===== src/rtl/bp_me_pkg.sv =====
// rtl/bp_me_pkg.sv - shared BedRock message types and width helpers for the IO LCE bridge
//
// Purpose: processor-config widths, BedRock mem / LCE message-type encodings,
// the mapping constants used by the IO bridge, and a macro that declares the
// message and tracker-entry structs for a given set of widths.
// Ports: none (package).

`define DECLARE_BP_IO_LCE_BRIDGE_MSGS(paddr_w, payload_w, data_w, lce_id_w, cce_id_w) \
  typedef struct packed { \
    logic [3:0]           msg_type; \
    logic [paddr_w-1:0]   addr; \
    logic [2:0]           size; \
    logic [payload_w-1:0] payload; \
    logic [data_w-1:0]    data; \
  } bp_io_mem_msg_s; \
  typedef struct packed { \
    logic [cce_id_w-1:0]  dst_id; \
    logic [lce_id_w-1:0]  src_id; \
    logic [2:0]           lru_way_id; \
  } bp_io_lce_req_payload_s; \
  typedef struct packed { \
    logic [3:0]             msg_type; \
    logic [paddr_w-1:0]     addr; \
    logic [2:0]             size; \
    bp_io_lce_req_payload_s payload; \
    logic [data_w-1:0]      data; \
  } bp_io_lce_req_s; \
  typedef struct packed { \
    logic [lce_id_w-1:0]  dst_id; \
    logic [cce_id_w-1:0]  src_id; \
    logic [2:0]           way_id; \
  } bp_io_lce_cmd_payload_s; \
  typedef struct packed { \
    logic [3:0]             msg_type; \
    logic [paddr_w-1:0]     addr; \
    logic [2:0]             size; \
    bp_io_lce_cmd_payload_s payload; \
    logic [data_w-1:0]      data; \
  } bp_io_lce_cmd_s; \
  typedef struct packed { \
    logic                 wr_not_rd; \
    logic [paddr_w-1:0]   addr; \
    logic [2:0]           size; \
    logic [payload_w-1:0] payload; \
  } bp_io_lce_track_entry_s;

package bp_me_pkg;

  typedef enum logic [1:0] {
    e_bp_default_cfg = 2'd0
  } bp_params_e;

  typedef struct packed {
    logic [7:0] paddr_width;
    logic [7:0] data_width;
    logic [7:0] lce_id_width;
    logic [7:0] cce_id_width;
    logic [7:0] mem_payload_width;
  } bp_proc_param_s;

  localparam bp_proc_param_s bp_default_cfg_p = '{
    paddr_width       : 8'd40,
    data_width        : 8'd64,
    lce_id_width      : 8'd4,
    cce_id_width      : 8'd4,
    mem_payload_width : 8'd16
  };

  function automatic bp_proc_param_s bp_get_params(bp_params_e cfg);
    case (cfg)
      e_bp_default_cfg: return bp_default_cfg_p;
      default:          return bp_default_cfg_p;
    endcase
  endfunction

  // msg_type(4) + addr + size(3) + payload + data
  function automatic int bp_mem_msg_width(bp_proc_param_s p);
    return 4 + int'(p.paddr_width) + 3 + int'(p.mem_payload_width) + int'(p.data_width);
  endfunction

  // LCE req and cmd share one layout; payload is {id, id, way(3)}
  function automatic int bp_lce_msg_width(bp_proc_param_s p);
    return 4 + int'(p.paddr_width) + 3
         + int'(p.lce_id_width) + int'(p.cce_id_width) + 3 + int'(p.data_width);
  endfunction

  typedef enum logic [3:0] {
    e_bedrock_mem_rd    = 4'd0,
    e_bedrock_mem_wr    = 4'd1,
    e_bedrock_mem_uc_rd = 4'd2,
    e_bedrock_mem_uc_wr = 4'd3,
    e_bedrock_mem_pre   = 4'd4,
    e_bedrock_mem_amo   = 4'd5
  } bp_bedrock_mem_type_e;

  typedef enum logic [3:0] {
    e_bedrock_req_rd    = 4'd0,
    e_bedrock_req_wr    = 4'd1,
    e_bedrock_req_uc_rd = 4'd2,
    e_bedrock_req_uc_wr = 4'd3
  } bp_bedrock_req_type_e;

  typedef enum logic [3:0] {
    e_bedrock_cmd_sync           = 4'd0,
    e_bedrock_cmd_set_clear      = 4'd1,
    e_bedrock_cmd_transfer       = 4'd2,
    e_bedrock_cmd_writeback      = 4'd3,
    e_bedrock_cmd_set_tag        = 4'd4,
    e_bedrock_cmd_set_tag_wakeup = 4'd5,
    e_bedrock_cmd_invalidate_tag = 4'd6,
    e_bedrock_cmd_data           = 4'd7,
    e_bedrock_cmd_uc_data        = 4'd8,
    e_bedrock_cmd_uc_req_done    = 4'd9
  } bp_bedrock_cmd_type_e;

  // Everything the bridge forwards is uncached, whatever the originator asked for.
  localparam bp_bedrock_req_type_e bp_io_rd_req_type   = e_bedrock_req_uc_rd;
  localparam bp_bedrock_req_type_e bp_io_wr_req_type   = e_bedrock_req_uc_wr;
  localparam bp_bedrock_cmd_type_e bp_io_rd_cmd_type   = e_bedrock_cmd_uc_data;
  localparam bp_bedrock_cmd_type_e bp_io_wr_cmd_type   = e_bedrock_cmd_uc_req_done;
  localparam bp_bedrock_mem_type_e bp_io_rd_resp_type  = e_bedrock_mem_uc_rd;
  localparam bp_bedrock_mem_type_e bp_io_wr_resp_type  = e_bedrock_mem_uc_wr;

endpackage


===== src/rtl/bp_io_lce_bridge_tracker.sv =====
// rtl/bp_io_lce_bridge_tracker.sv - in-order outstanding-request tracker (1r1w FIFO)
//
// Purpose: holds one entry per in-flight uncached request so the response can
// be rebuilt with the originator's fields.
// Ports:
//   clk_i, reset_n_i      clock, asynchronous active-low reset
//   push_i, data_i        enqueue (ignored while full)
//   pop_i,  data_o        dequeue (ignored while empty), head entry
//   full_o, empty_o       occupancy flags
//   count_o               occupancy 0..els_p

module bp_io_lce_bridge_tracker
  #(parameter int width_p = 1
   ,parameter int els_p   = 4
   ,localparam int ptr_width_lp   = $clog2(els_p)
   ,localparam int count_width_lp = $clog2(els_p + 1)
   )
  (input  logic                      clk_i
  ,input  logic                      reset_n_i
  ,input  logic                      push_i
  ,input  logic [width_p-1:0]        data_i
  ,input  logic                      pop_i
  ,output logic [width_p-1:0]        data_o
  ,output logic                      full_o
  ,output logic                      empty_o
  ,output logic [count_width_lp-1:0] count_o
  );

  logic [width_p-1:0]        mem_r [els_p];
  logic [ptr_width_lp-1:0]   wptr_r, rptr_r;
  logic [count_width_lp-1:0] count_r;
  logic                      do_push, do_pop;

  assign full_o  = (count_r == count_width_lp'(els_p));
  assign empty_o = (count_r == '0);
  assign count_o = count_r;
  assign data_o  = mem_r[rptr_r];

  // Full blocks a push even when a pop frees a slot in the same cycle.
  assign do_push = push_i & ~full_o;
  assign do_pop  = pop_i  & ~empty_o;

  // Storage needs no reset: occupancy alone decides what is valid.
  always_ff @(posedge clk_i) begin
    if (do_push) mem_r[wptr_r] <= data_i;
  end

  // els_p is a power of 2, so pointers wrap by natural overflow.
  always_ff @(posedge clk_i or negedge reset_n_i) begin
    if (!reset_n_i) begin
      wptr_r  <= '0;
      rptr_r  <= '0;
      count_r <= '0;
    end else begin
      if (do_push) wptr_r <= wptr_r + ptr_width_lp'(1);
      if (do_pop)  rptr_r <= rptr_r + ptr_width_lp'(1);
      if (do_push & ~do_pop)      count_r <= count_r + count_width_lp'(1);
      else if (do_pop & ~do_push) count_r <= count_r - count_width_lp'(1);
    end
  end

endmodule


===== src/rtl/bp_io_lce_bridge.sv =====
// rtl/bp_io_lce_bridge.sv - inbound IO-link to LCE uncached-request bridge
//
// Purpose: turns BedRock mem commands from the IO link into uncached LCE
// requests, and the CCE's uc_data / uc_req_done returns into mem responses.
// Ports:
//   clk_i, reset_n_i                         clock, asynchronous active-low reset
//   lce_id_i, cce_dst_id_i                   src/dst ids stamped on requests
//   io_cmd_i, io_cmd_v_i, io_cmd_yumi_o      inbound mem command
//   lce_req_o, lce_req_v_o, lce_req_ready_i  uncached LCE request
//   lce_cmd_i, lce_cmd_v_i, lce_cmd_yumi_o   LCE command from the CCE
//   io_resp_o, io_resp_v_o, io_resp_ready_i  mem response to the link
//   outstanding_o                            tracker occupancy
//   err_o                                    sticky protocol error

module bp_io_lce_bridge
  import bp_me_pkg::*;
  #(parameter bp_params_e bp_params_p = e_bp_default_cfg
   ,parameter int els_p = 4
   ,localparam bp_proc_param_s proc_param_lp = bp_get_params(bp_params_p)
   ,localparam int paddr_width_lp       = int'(proc_param_lp.paddr_width)
   ,localparam int data_width_lp        = int'(proc_param_lp.data_width)
   ,localparam int lce_id_width_lp      = int'(proc_param_lp.lce_id_width)
   ,localparam int cce_id_width_lp      = int'(proc_param_lp.cce_id_width)
   ,localparam int mem_payload_width_lp = int'(proc_param_lp.mem_payload_width)
   ,localparam int cce_mem_msg_width_lp = bp_mem_msg_width(proc_param_lp)
   ,localparam int lce_req_msg_width_lp = bp_lce_msg_width(proc_param_lp)
   ,localparam int lce_cmd_msg_width_lp = bp_lce_msg_width(proc_param_lp)
   ,localparam int count_width_lp       = $clog2(els_p + 1)
   )
  (input  logic                            clk_i
  ,input  logic                            reset_n_i
  ,input  logic [lce_id_width_lp-1:0]      lce_id_i
  ,input  logic [cce_id_width_lp-1:0]      cce_dst_id_i
  ,input  logic [cce_mem_msg_width_lp-1:0] io_cmd_i
  ,input  logic                            io_cmd_v_i
  ,output logic                            io_cmd_yumi_o
  ,output logic [lce_req_msg_width_lp-1:0] lce_req_o
  ,output logic                            lce_req_v_o
  ,input  logic                            lce_req_ready_i
  ,input  logic [lce_cmd_msg_width_lp-1:0] lce_cmd_i
  ,input  logic                            lce_cmd_v_i
  ,output logic                            lce_cmd_yumi_o
  ,output logic [cce_mem_msg_width_lp-1:0] io_resp_o
  ,output logic                            io_resp_v_o
  ,input  logic                            io_resp_ready_i
  ,output logic [count_width_lp-1:0]       outstanding_o
  ,output logic                            err_o
  );

  `DECLARE_BP_IO_LCE_BRIDGE_MSGS(paddr_width_lp, mem_payload_width_lp, data_width_lp, lce_id_width_lp, cce_id_width_lp)

  localparam int entry_width_lp = $bits(bp_io_lce_track_entry_s);

  bp_io_mem_msg_s         io_cmd, io_resp;
  bp_io_lce_req_s         lce_req;
  bp_io_lce_cmd_s         lce_cmd;
  bp_io_lce_track_entry_s push_entry, head_entry;
  logic [entry_width_lp-1:0] head_entry_raw;

  logic cmd_supported, cmd_wr;
  logic accept, reject;
  logic pop, drain, mismatch;
  logic full, empty;
  logic err_r;

  assign io_cmd  = io_cmd_i;
  assign lce_cmd = lce_cmd_i;

  // ---------------- request path ----------------
  always_comb begin
    cmd_supported = 1'b0;
    cmd_wr        = 1'b0;
    case (io_cmd.msg_type)
      e_bedrock_mem_rd, e_bedrock_mem_uc_rd: cmd_supported = 1'b1;
      e_bedrock_mem_wr, e_bedrock_mem_uc_wr: begin
        cmd_supported = 1'b1;
        cmd_wr        = 1'b1;
      end
      default: ;
    endcase
  end

  // Handshakes are gated by reset so nothing is acknowledged while held in reset.
  assign accept = reset_n_i & io_cmd_v_i & cmd_supported & ~full & lce_req_ready_i;
  // Unsupported commands are swallowed so the link never deadlocks on them.
  assign reject = reset_n_i & io_cmd_v_i & ~cmd_supported;

  assign io_cmd_yumi_o = accept | reject;
  assign lce_req_v_o   = accept;

  always_comb begin
    lce_req                = '0;
    lce_req.msg_type       = cmd_wr ? bp_io_wr_req_type : bp_io_rd_req_type;
    lce_req.addr           = io_cmd.addr;
    lce_req.size           = io_cmd.size;
    lce_req.data           = io_cmd.data;
    lce_req.payload.src_id = lce_id_i;
    lce_req.payload.dst_id = cce_dst_id_i;
  end
  assign lce_req_o = lce_req;

  always_comb begin
    push_entry           = '0;
    push_entry.wr_not_rd = cmd_wr;
    push_entry.addr      = io_cmd.addr;
    push_entry.size      = io_cmd.size;
    push_entry.payload   = io_cmd.payload;
  end

  // ---------------- tracker ----------------
  bp_io_lce_bridge_tracker
    #(.width_p(entry_width_lp)
     ,.els_p  (els_p)
     )
    tracker
     (.clk_i    (clk_i)
     ,.reset_n_i(reset_n_i)
     ,.push_i   (accept)
     ,.data_i   (push_entry)
     ,.pop_i    (pop)
     ,.data_o   (head_entry_raw)
     ,.full_o   (full)
     ,.empty_o  (empty)
     ,.count_o  (outstanding_o)
     );

  assign head_entry = head_entry_raw;

  // ---------------- response path ----------------
  assign pop   = reset_n_i & lce_cmd_v_i & ~empty & io_resp_ready_i;
  // A return with nothing outstanding has no owner: drop it and flag it.
  assign drain = reset_n_i & lce_cmd_v_i & empty;

  assign lce_cmd_yumi_o = pop | drain;
  assign io_resp_v_o    = pop;

  assign mismatch = (lce_cmd.msg_type != (head_entry.wr_not_rd ? bp_io_wr_cmd_type : bp_io_rd_cmd_type))
                  | (lce_cmd.addr != head_entry.addr);

  always_comb begin
    io_resp          = '0;
    io_resp.msg_type = head_entry.wr_not_rd ? bp_io_wr_resp_type : bp_io_rd_resp_type;
    io_resp.addr     = head_entry.addr;
    io_resp.size     = head_entry.size;
    io_resp.payload  = head_entry.payload;
    io_resp.data     = head_entry.wr_not_rd ? '0 : lce_cmd.data;
  end
  assign io_resp_o = io_resp;

  // ---------------- sticky error ----------------
  always_ff @(posedge clk_i or negedge reset_n_i) begin
    if (!reset_n_i) err_r <= 1'b0;
    else if (reject | drain | (pop & mismatch)) err_r <= 1'b1;
  end
  assign err_o = err_r;

  // The CCE's size and routing payload carry nothing the link response needs.
  logic unused_lce_cmd_fields;
  assign unused_lce_cmd_fields = ^{lce_cmd.size, lce_cmd.payload};

endmodule


===== config.mk =====
export PLATFORM = sky130hd
export DESIGN_NAME = bp_io_lce_bridge
export DESIGN_NICKNAME = d
export VERILOG_FILES = /design/src/rtl/bp_me_pkg.sv /design/src/rtl/bp_io_lce_bridge_tracker.sv /design/src/rtl/bp_io_lce_bridge.sv
export SDC_FILE = /design/constraint.sdc
export NUM_CORES = 1
export LEC_CHECK = 0
export ABC_CLOCK_PERIOD_IN_PS = 3000
export CAP_MARGIN = 20
export CORE_AREA = 2 2 201 203
export DETAILED_ROUTE_END_ITERATION = 7
export DIE_AREA = 0 0 203 205
export PLACE_DENSITY = 0.63
export SLEW_MARGIN = 15
export SYNTH_ARGS = -nofsm -noshare
export SYNTH_HDL_FRONTEND = slang
export SYNTH_SLANG_ARGS = --single-unit

===== constraint.sdc =====
create_clock -name clk_i -period 3 [get_ports clk_i]
set_input_delay 0.9 -clock clk_i [delete_from_list [all_inputs] [get_ports clk_i]]
set_output_delay 0.9 -clock clk_i [all_outputs]
set_load 0.005 [all_outputs]

After elaboration in Yosys (flattened, before gate mapping)
Memory sizes are Yosys's and may differ from the RTL's.
Cells that the tools add are included.
{"block": "classes", "n_addsub": 4, "eq_ne": 6, "n_mux": 10, "n_bitwise": 24, "n_reduce_logical": 5}
{"operator": "64-bit 2-to-1 mux", "count": 1}
{"operator": "40-bit != test", "count": 1}
{"operator": "1-bit AND", "count": 14}
{"operator": "4-bit by 2-bit equality test with 1-bit output (second input constant)", "count": 2}
{"operator": "1-bit 2-to-1 mux", "count": 7}
{"operator": "3-bit 2-to-1 mux", "count": 2}
{"operator": "1-bit NOT", "count": 5}
{"operator": "1-bit OR", "count": 5}
{"operator": "2-bit by 1-bit adder with 2-bit output (second input constant)", "count": 2}
{"operator": "4-bit by 1-bit equality test with 1-bit output (second input constant)", "count": 1}
{"operator": "4-bit zero test", "count": 1}
{"operator": "4-bit != test", "count": 1}
{"operator": "4-bit OR reduction", "count": 1}
{"operator": "3-bit by 1-bit adder with 3-bit output (second input constant)", "count": 1}
{"operator": "3-bit equality test (second input constant)", "count": 1}
{"operator": "3-bit zero test", "count": 1}
{"operator": "3-bit by 1-bit subtractor with 3-bit output (second input constant)", "count": 1}
{"operator": "2-bit nonzero test", "count": 1}
{"operator": "2-bit OR reduction", "count": 1}
{"block": "totals", "regBits": 8, "mem_bits_rw": 240, "in_bits": 263, "output_inout_bits": 257, "word_cells": 54, "n_memories": 1}
{"name": "tracker.mem_r", "depth": 4, "width": 60, "read_ports": 1, "rd_ports_with_merged_regs": 0, "wr": 1, "line_no": "bp_io_lce_bridge_tracker.sv:29", "text": "logic [width_p-1:0] mem_r [els_p];"}

Logic depth before layout (Yosys ltp)
Gate-level depths: netlist of run 1.
{"block": "depth", "ltp_word": 11, "ltp_mapped": 9, "mapped_depth_nobuf": 9}

Cells and area by module
From an unflattened synthesis of run 1, not the netlist that was laid out.
{"block": "unflattened", "cells_unflattened": 620, "area_unflattened_um2": 11080.6}
{"mod": "bp_io_lce_bridge_tracker", "n_inst": 1, "cells_per_inst": 350, "area_each_um2": 9150.0, "seq_area_each_um2": 7382.1}
{"mod": "bp_io_lce_bridge", "n_inst": 1, "cells_per_inst": 270, "area_each_um2": 1930.6, "seq_area_each_um2": 25.0}

Least setup slack after synthesis of run 1
OpenSTA, ideal clock, no wires.
{"block": "synth_timing", "path_type": "input port to flip-flop", "startpoint": "input port io_cmd_i[126]", "endpoint": "memory tracker.mem_r[0][0] (netlist name) (enable)", "setup_time_ps": 424, "arrival_ps": 3020, "t_required_ps": 2576, "setup_slack_ps": -445, "cell_stages": 4, "path_buffers": 0, "cell_sequence": "nor2_1 nand4_1 a21oi_1 and2_1"}
{"block": "synth_via", "elab_chain_cells": 9, "elab_cells_between_ends": 12, "cone_classes": "eq/ne: 3; mux: 3; bitwise: 4; reduce/logical: 2"}
{"element": "from (decl)", "line_no": "bp_io_lce_bridge.sv:34", "text": ",input logic [cce_mem_msg_width_lp-1:0] io_cmd_i"}
{"element": "4-bit by 1-bit equality test with 1-bit output, or another cell as far along", "line_no": "bp_io_lce_bridge.sv:73", "text": "case (io_cmd.msg_type)"}
{"element": "4-bit OR reduction (no source line) *"}
{"element": "1-bit 2-to-1 mux *", "line_no": "bp_io_lce_bridge.sv:73"}
{"element": "1-bit AND * (3 in series)", "line_no": "bp_io_lce_bridge.sv:84", "text": "assign accept = reset_n_i & io_cmd_v_i & cmd_supported & ~full & lce_req_ready_i;"}
{"element": "via lce_req_v_o", "line_no": "bp_io_lce_bridge.sv:38", "text": ",output logic lce_req_v_o"}
{"element": "1-bit AND *", "line_no": "bp_io_lce_bridge_tracker.sv:40", "text": "assign do_push = push_i & ~full_o;"}
{"element": "1-bit 2-to-1 mux *", "line_no": "bp_io_lce_bridge_tracker.sv:45", "text": "if (do_push) mem_r[wptr_r] <= data_i;"}
{"element": "1-bit 2-to-1 mux (not written as such) *", "line_no": "bp_io_lce_bridge_tracker.sv:45"}
{"element": "to (decl)", "line_no": "bp_io_lce_bridge_tracker.sv:29"}
The timed path passes the listed nets; every way through them passes the cells marked *.

Worst setup path in the final report of run 1
{"block": "layout_timing", "startpoint": "register tracker.rptr_r[0]", "endpoint": "output port io_resp_o[84]"}
{"block": "layout_via", "elab_chain_cells": 1}
{"element": "from (decl)", "line_no": "bp_io_lce_bridge_tracker.sv:30", "text": "logic [ptr_width_lp-1:0] wptr_r, rptr_r;"}
{"element": "from (signal assigned)", "line_no": "bp_io_lce_bridge_tracker.sv:56", "text": "if (do_pop) rptr_r <= rptr_r + ptr_width_lp'(1);"}
{"element": "memory 4 x 60 bit"}
{"element": "to (decl)", "line_no": "bp_io_lce_bridge.sv:43", "text": ",output logic [cce_mem_msg_width_lp-1:0] io_resp_o"}
No other way between the ends.

==> results of run 1 <==
what timing repair did:
| item | CTS | global route |
|---|---|---|
| hold endpoints to repair | 0 | 0 |
| endpoints found under the setup margin | 131 | 124 |
| cloned | 11 | 2 |
| setup buffers | 66 | 27 |
| gates resized for setup | 591 | 94 |
| pin swaps | 3 | 8 |
per-layer routing:
| layer | vias to the layer above | wire length, um | global-route usage | share of wire |
|---|---|---|---|---|
| met5 | - | 9 | 0 | 0.00020 |
| met4 | 2 | 1280 | 0.0540 | 0.028 |
| met3 | 93 | 4630 | 0.0797 | 0.10 |
| met2 | 436 | 23800 | 0.381 | 0.52 |
| met1 | 3774 | 15800 | 0.225 | 0.35 |
| li1 | 3353 | - | - | - |
final timing paths:
kind                                     end  slack (ps)  cells after the start
setup / recovery               io_resp_o[84]        -180                      5
hold / removal                         err_o         630                      3
setup reg to reg                       err_o          30                     11
hold reg to reg            tracker.wptr_r[1]         640                      2
max in group asynchronous  tracker.rptr_r[0]        2210                      3
min in group clk_i         tracker.wptr_r[1]         640                      2
kinds of logic after synthesis:
family / count (synthesis) / share of synthesized area
muxes: 98 / 0.137
buffers and inverters: 160 / 0.0996
DFF: 248 / 0.646
other: 2 / 0.000655
and+or+nand+nor: 104 / 0.0533
adders and majority gates: 6 / 0.00720
xor gates and xnor gates: 35 / 0.0267
AOI/OAI and AO/OA: 43 / 0.0292
per-stage QoR:
step,setup TNS [ps],std cells,cell area [um2]
3_3_place_gp,-3370,1517,15400
5_1_grt,-17630,1663,17700
2_1_floorplan,0,703,11500
6_report,-9890,1663,17700
3_5_place_dp,-3530,1517,15400
4_1_cts,-16680,1637,17200
tightest hold or removal path: stages:
cell           delay (ps)
dlygate4sd2_1         270
buf_4                 150
buf_4                 190
placed cells by master (no fill, tap or decap), types with 17 or more instances in the layout:
cell type	count
buf_2	73
buf_12	25
buf_6	52
mux4_2	43
mux2i_1	22
edfxtp_1	240
mux2i_4	17
buf_4	120
clkdlybuf4s50_1	213
nor2b_4	35
xnor2_1	21
clkbuf_16	27
nor2b_1	25
area by class of cell:
type / instances / area share
Clock inverter: 15 / 0.00949
Clock buffer: 28 / 0.0360
Sequential cell: 248 / 0.419
Antenna cell: 1 / 0.000142
Multi-Input combinational cell: 295 / 0.199
Timing Repair Buffer: 540 / 0.296
Tap cell: 525 / 0.0372
Inverter: 11 / 0.00255
state kept, by name (all words and copies together), names as in the netlist:
name	flops
tracker.mem_r	240
err_o	1
tracker.rptr_r	2
tracker.wptr_r	2
tracker.count_o	3
power breakdown:
part	total (mW)	internal (mW)	switching [mW]
clock	3.06	1.79	1.27
combinational	6.84	4.01	2.83
sequential	4.02	3.90	0.116
total	13.9	9.71	4.22
==> out/metrics.cfg, run 1 <==
[worst_hold_path]
min_path_type = input port to asynchronous set/reset pin

[sta]
slew_violations = 0
fin_ws_ps = -180
skew_ps = 20.2
clock.fmax_mhz = 315
rsz0062_at_grt = yes
finalSetupViolations = 108
final-hold-violation-count = 0
finalCritPeriodShare = 1.06
hold_ws_ps = 625
period_needed_ps = 3180

[logic_synthesis]
seq_area_frac_synth = 0.646
synth_top_area_frac = 0.628
ys_warn_count = 0
synth_common_cells = edfxtp_1 (240), buf_4 (126), nor2b_1 (64)
syn_area_per_cell_um2 = 16.5
syn_inst = 696
synth_seq_cells = 248
yosysTopAreaCell = edfxtp_1
synthFlopType = edfxtp_1
synthArstFlopShare = 0.0323
syn_area_um2 = 11500
yosys.cell_types.count = 49
synth.most_common_cell = edfxtp_1
synth_top_cells_by_area = edfxtp_1 (63%), mux4_2 (8.4%), buf_4 (8.2%)
synth_edf_count = 240

[cells_and_area]
area_growth_pct = 54.1
multi_input_area_um2 = 3520
fin_util = 0.449
layout-drive-gt1-share = 0.421
fill_cells = 3470
register_area_um2 = 7410
fin_nets = 1390

[floorplanning]
num_rows = 73
pin_count = 520
core_area_um2 = 39400
design.die.area_um2 = 41600
dieWidth_um = 203
start_util = 0.291
die-height_um = 205

[setup_path]
crit_type = flop to output pin
critPathMaxStageDelay_ps = 520
cpLargestDelayFamily = buffers and inverters
r2r_start = tracker.rptr_r[0]
crit_path_top_delay_cell = dfrtp_4
startpoint = tracker.rptr_r[0]
critical_path_required_ps = 2100
worst-path-buf-inv = 4
worstPathArrival_ps = 2280
path_cells = buf_4 -> buf_4 -> clkbuf_16 -> mux4_2 -> clkdlybuf4s15_1
cp_max_fo = 10
worstSetupEndpointType = output pin
critPathLaunchType = flop
cpMostUsedCell = buf_4

[placement]
place_ws_ps = -372
post-dp-hpwl_mm = 33.9
gp_congestion = 0.930
numPortBuffers = 351

[job]
maxCapViolCount = 0

[pwr]
p_leak_nw = 6.64
finalPower_mw = 13.9
p_per_area_nw_per_um2 = 788
ir_drop_mv = 0.456

[clocking]
clock_path_buffers = 3
cts.sinks = 248
cts_tree = done
clockRootBuffer = clkbuf_16
htreeDepth = 1
cts_made_buffers = 25
worstSkewPairLatency_ps = 550
cts_hold_buf = 0
clkTransAtPathRegs_ps = 60

[drt]
wl_per_cell_um = 27.3
drt_iter0_markers = 451
route.detailed.drc = 0
via_per_inst = 4.60
drt-total-wl_mm = 45.5
dr.pass1.iters = 5
final_antenna_net_count = 0
via_count = 7658

[grt]
grt_max_degree = 57
track_usage = 0.208
antenna_found_initial = 20
gr-total-overflow = 0
grt_pass1_wl_mm = 59.9
grt_pass1_vias = 7754

[run_status]
violations = negative setup slack
status = finished, violations left

Power figures use the tool's default switching activity.
==> run 2: changes to the inputs <==
CORE_AREA = default   (was 2 2 201 203)
CORE_UTILIZATION = 25   (was default)
DIE_AREA = default   (was 0 0 203 205)
PLACE_DENSITY = 0.56   (was 0.63)
==> out/metrics.cfg, run 2 (synthesis gave the netlist of run 1 again) <==
[run_status]
status = finished, violations left
violations = negative setup slack

[grt]
gr-total-overflow = 0
grt_max_degree = 57
grt_pass1_wl_mm = 54.7
grt_pass1_vias = 7510
antenna_found_initial = 8
track_usage = 0.163

[pwr]
power.share.clock = 0.225
ir_drop_mv = 0.374
p_switching_mw = 4.04
intPower_mw = 9.55
p_per_area_nw_per_um2 = 768
p_leak_nw = 6.68
sw_frac_of_total = 0.297
p_comb_frac = 0.480
p_seq_frac = 0.294

[setup_path]
path_cells = buf_6 -> mux2i_4 -> mux2i_4 -> buf_12 -> clkbuf_16 -> buf_12 -> buf_12 -> nor2b_1 -> clkbuf_2
startpoint = tracker.rptr_r[0]
r2r_end = err_o
worst-path-stages = 9
cpLargestDelayFamily = buffers and inverters
crit_path_top_delay_cell = dfrtp_4
timing.reg2reg.setup_slack_ps = 90
critPathLaunchType = flop
critical_path_required_ps = 2100
reg2regPathDepth = 12
crit_path_end = io_resp_o[14]
cp_max_fo = 12
worst-path-buf-inv = 6
worstPathArrival_ps = 2340
critPathMaxStageDelay_ps = 540
worstSetupEndpointType = output pin
cpMostUsedCell = buf_12
r2r_start = tracker.rptr_r[0]
crit_type = flop to output pin

[cells_and_area]
regMostFlops = tracker.mem_r
fin_util = 0.391
fill_cells = 4286
largest_reg_flops = 240
final_cell_area_um2 = 17700
fin_nets = 1393
area_growth_pct = 54.2
layout-drive-gt1-share = 0.406
final_cell_mix = edfxtp_1 (240), clkdlybuf4s50_1 (217), buf_4 (123)
final_common_cell = edfxtp_1

[floorplanning]
num_rows = 78
core_area_um2 = 45300
pin_count = 520
dieWidth_um = 216
die-height_um = 216
design.die.area_um2 = 46700
start_util = 0.253

[clocking]
cts_tree = done
worstSkewPairLatency_ps = 530
clkTransAtPathRegs_ps = 60
cts_made_buffers = 26
clock_path_buffers = 3
htreeDepth = 1
clockRootBuffer = clkbuf_16
cts.sinks = 248

[drt]
drt-total-wl_mm = 40.8
wl_per_cell_um = 23.4
via_per_inst = 4.31
via_count = 7505
route.detailed.drc = 0
dr.pass1.iters = 4
drt_iter0_markers = 427
final_antenna_net_count = 0

[sta]
final-hold-violation-count = 0
slew_violations = 0
setup_tns_ps = -11250
fin_ws_ps = -240
rsz0062_at_grt = yes
finalSetupViolations = 98
period_needed_ps = 3240
skew_ps = 5.51
finalCritPeriodShare = 1.08
clock.fmax_mhz = 309

[placement]
post-dp-hpwl_mm = 30.4
placed_area_um2 = 15700
numPortBuffers = 351
gp_congestion = 0.841

[worst_hold_path]
min_path_type = input port to asynchronous set/reset pin

[job]
maxCapViolCount = 0

[run 2: cell types whose count changed in the layout (fill, tap and decap cells not counted), moves of 10 or more]
cell	before	now
buf_2	73	60
buf_6	52	38
clkbuf_2	13	35
dlymetal6s2s_1	5	18
nor2b_1	25	35
nor2b_4	35	22
[run 2: routing by layer]
layer / GRT usage / routed length (um)
met1: 0.166 / 13600
met2: 0.312 / 22200
met3: 0.0620 / 4130
met4: 0.0329 / 822
met5: 0.00938 / 73
[run 2: power by group through the flow]
stage                     sequential [mW]  combinational (mW)  clock (mW)
after floorplan                      4.02                2.40           0
after global placement               4.05                4.97           0
after detailed placement             4.06                4.97           0
after CTS                            4.00                5.41        3.17
after global routing                 4.01                6.92        3.29
final                                4.00                6.52        3.06
[run 2: final cells by class]
type	count	area [um2]	share of cell area
inverter	11	45.0	0.00255
timing repair buffer	542	5200	0.294
clock buffer	34	702	0.0397
sequential	248	7410	0.419
clock inverter	12	103	0.00580
multi-input combinational	295	3480	0.197
tap	600	751	0.0424
antenna	1	2.50	0.000141
[run 2: worst min-delay path by stage]
stage,startpoint,to,slack [ps],depth (start not counted)
finish,reset_n_i,tracker.count_o[0],450,2
global route,reset_n_i,tracker.count_o[0],460,2
CTS,reset_n_i,tracker.count_o[0],410,2
detailed placement,tracker.count_o[2],tracker.count_o[2],580,1
global placement,tracker.count_o[2],tracker.count_o[2],560,1
floorplan,tracker.count_o[2],tracker.count_o[2],520,1
[run 2: timing repair]
action | in CTS | in global routing
gates cloned | 4 | 7
pin swaps | 5 | 7
hold buffers | 0 | 0
setup buffers | 27 | 60
setup endpoints to repair | 130 | 126
gates resized for setup | 246 | 336
hold endpoints to repair | 0 | 0
[run 2: worst register-to-register path, stage by stage (launching register included)]
cell	delay (ps)
dfrtp_4	540
buf_4	160
buf_12	120
buf_4	140
buf_16	140
mux4_2	460
buf_6	150
xor2_4	160
nor4_4	250
buf_4	160
nand4_1	160
nor4_4	220
a21oi_1	110
[run 2: stage by stage]
| step | std cells | hold slack, ps | setup slack (ps) | power (mW) |
|---|---|---|---|---|
| after global placement | 1603 | 560 | -399 | 9.02 |
| after global routing | 1742 | 460 | -334 | 14.2 |
| after detailed placement | 1603 | 575 | -375 | 9.03 |
| after CTS | 1678 | 415 | -380 | 12.6 |
| final | 1743 | 453 | -240 | 13.6 |
| after floorplan | 703 | 521 | 189 | 6.42 |
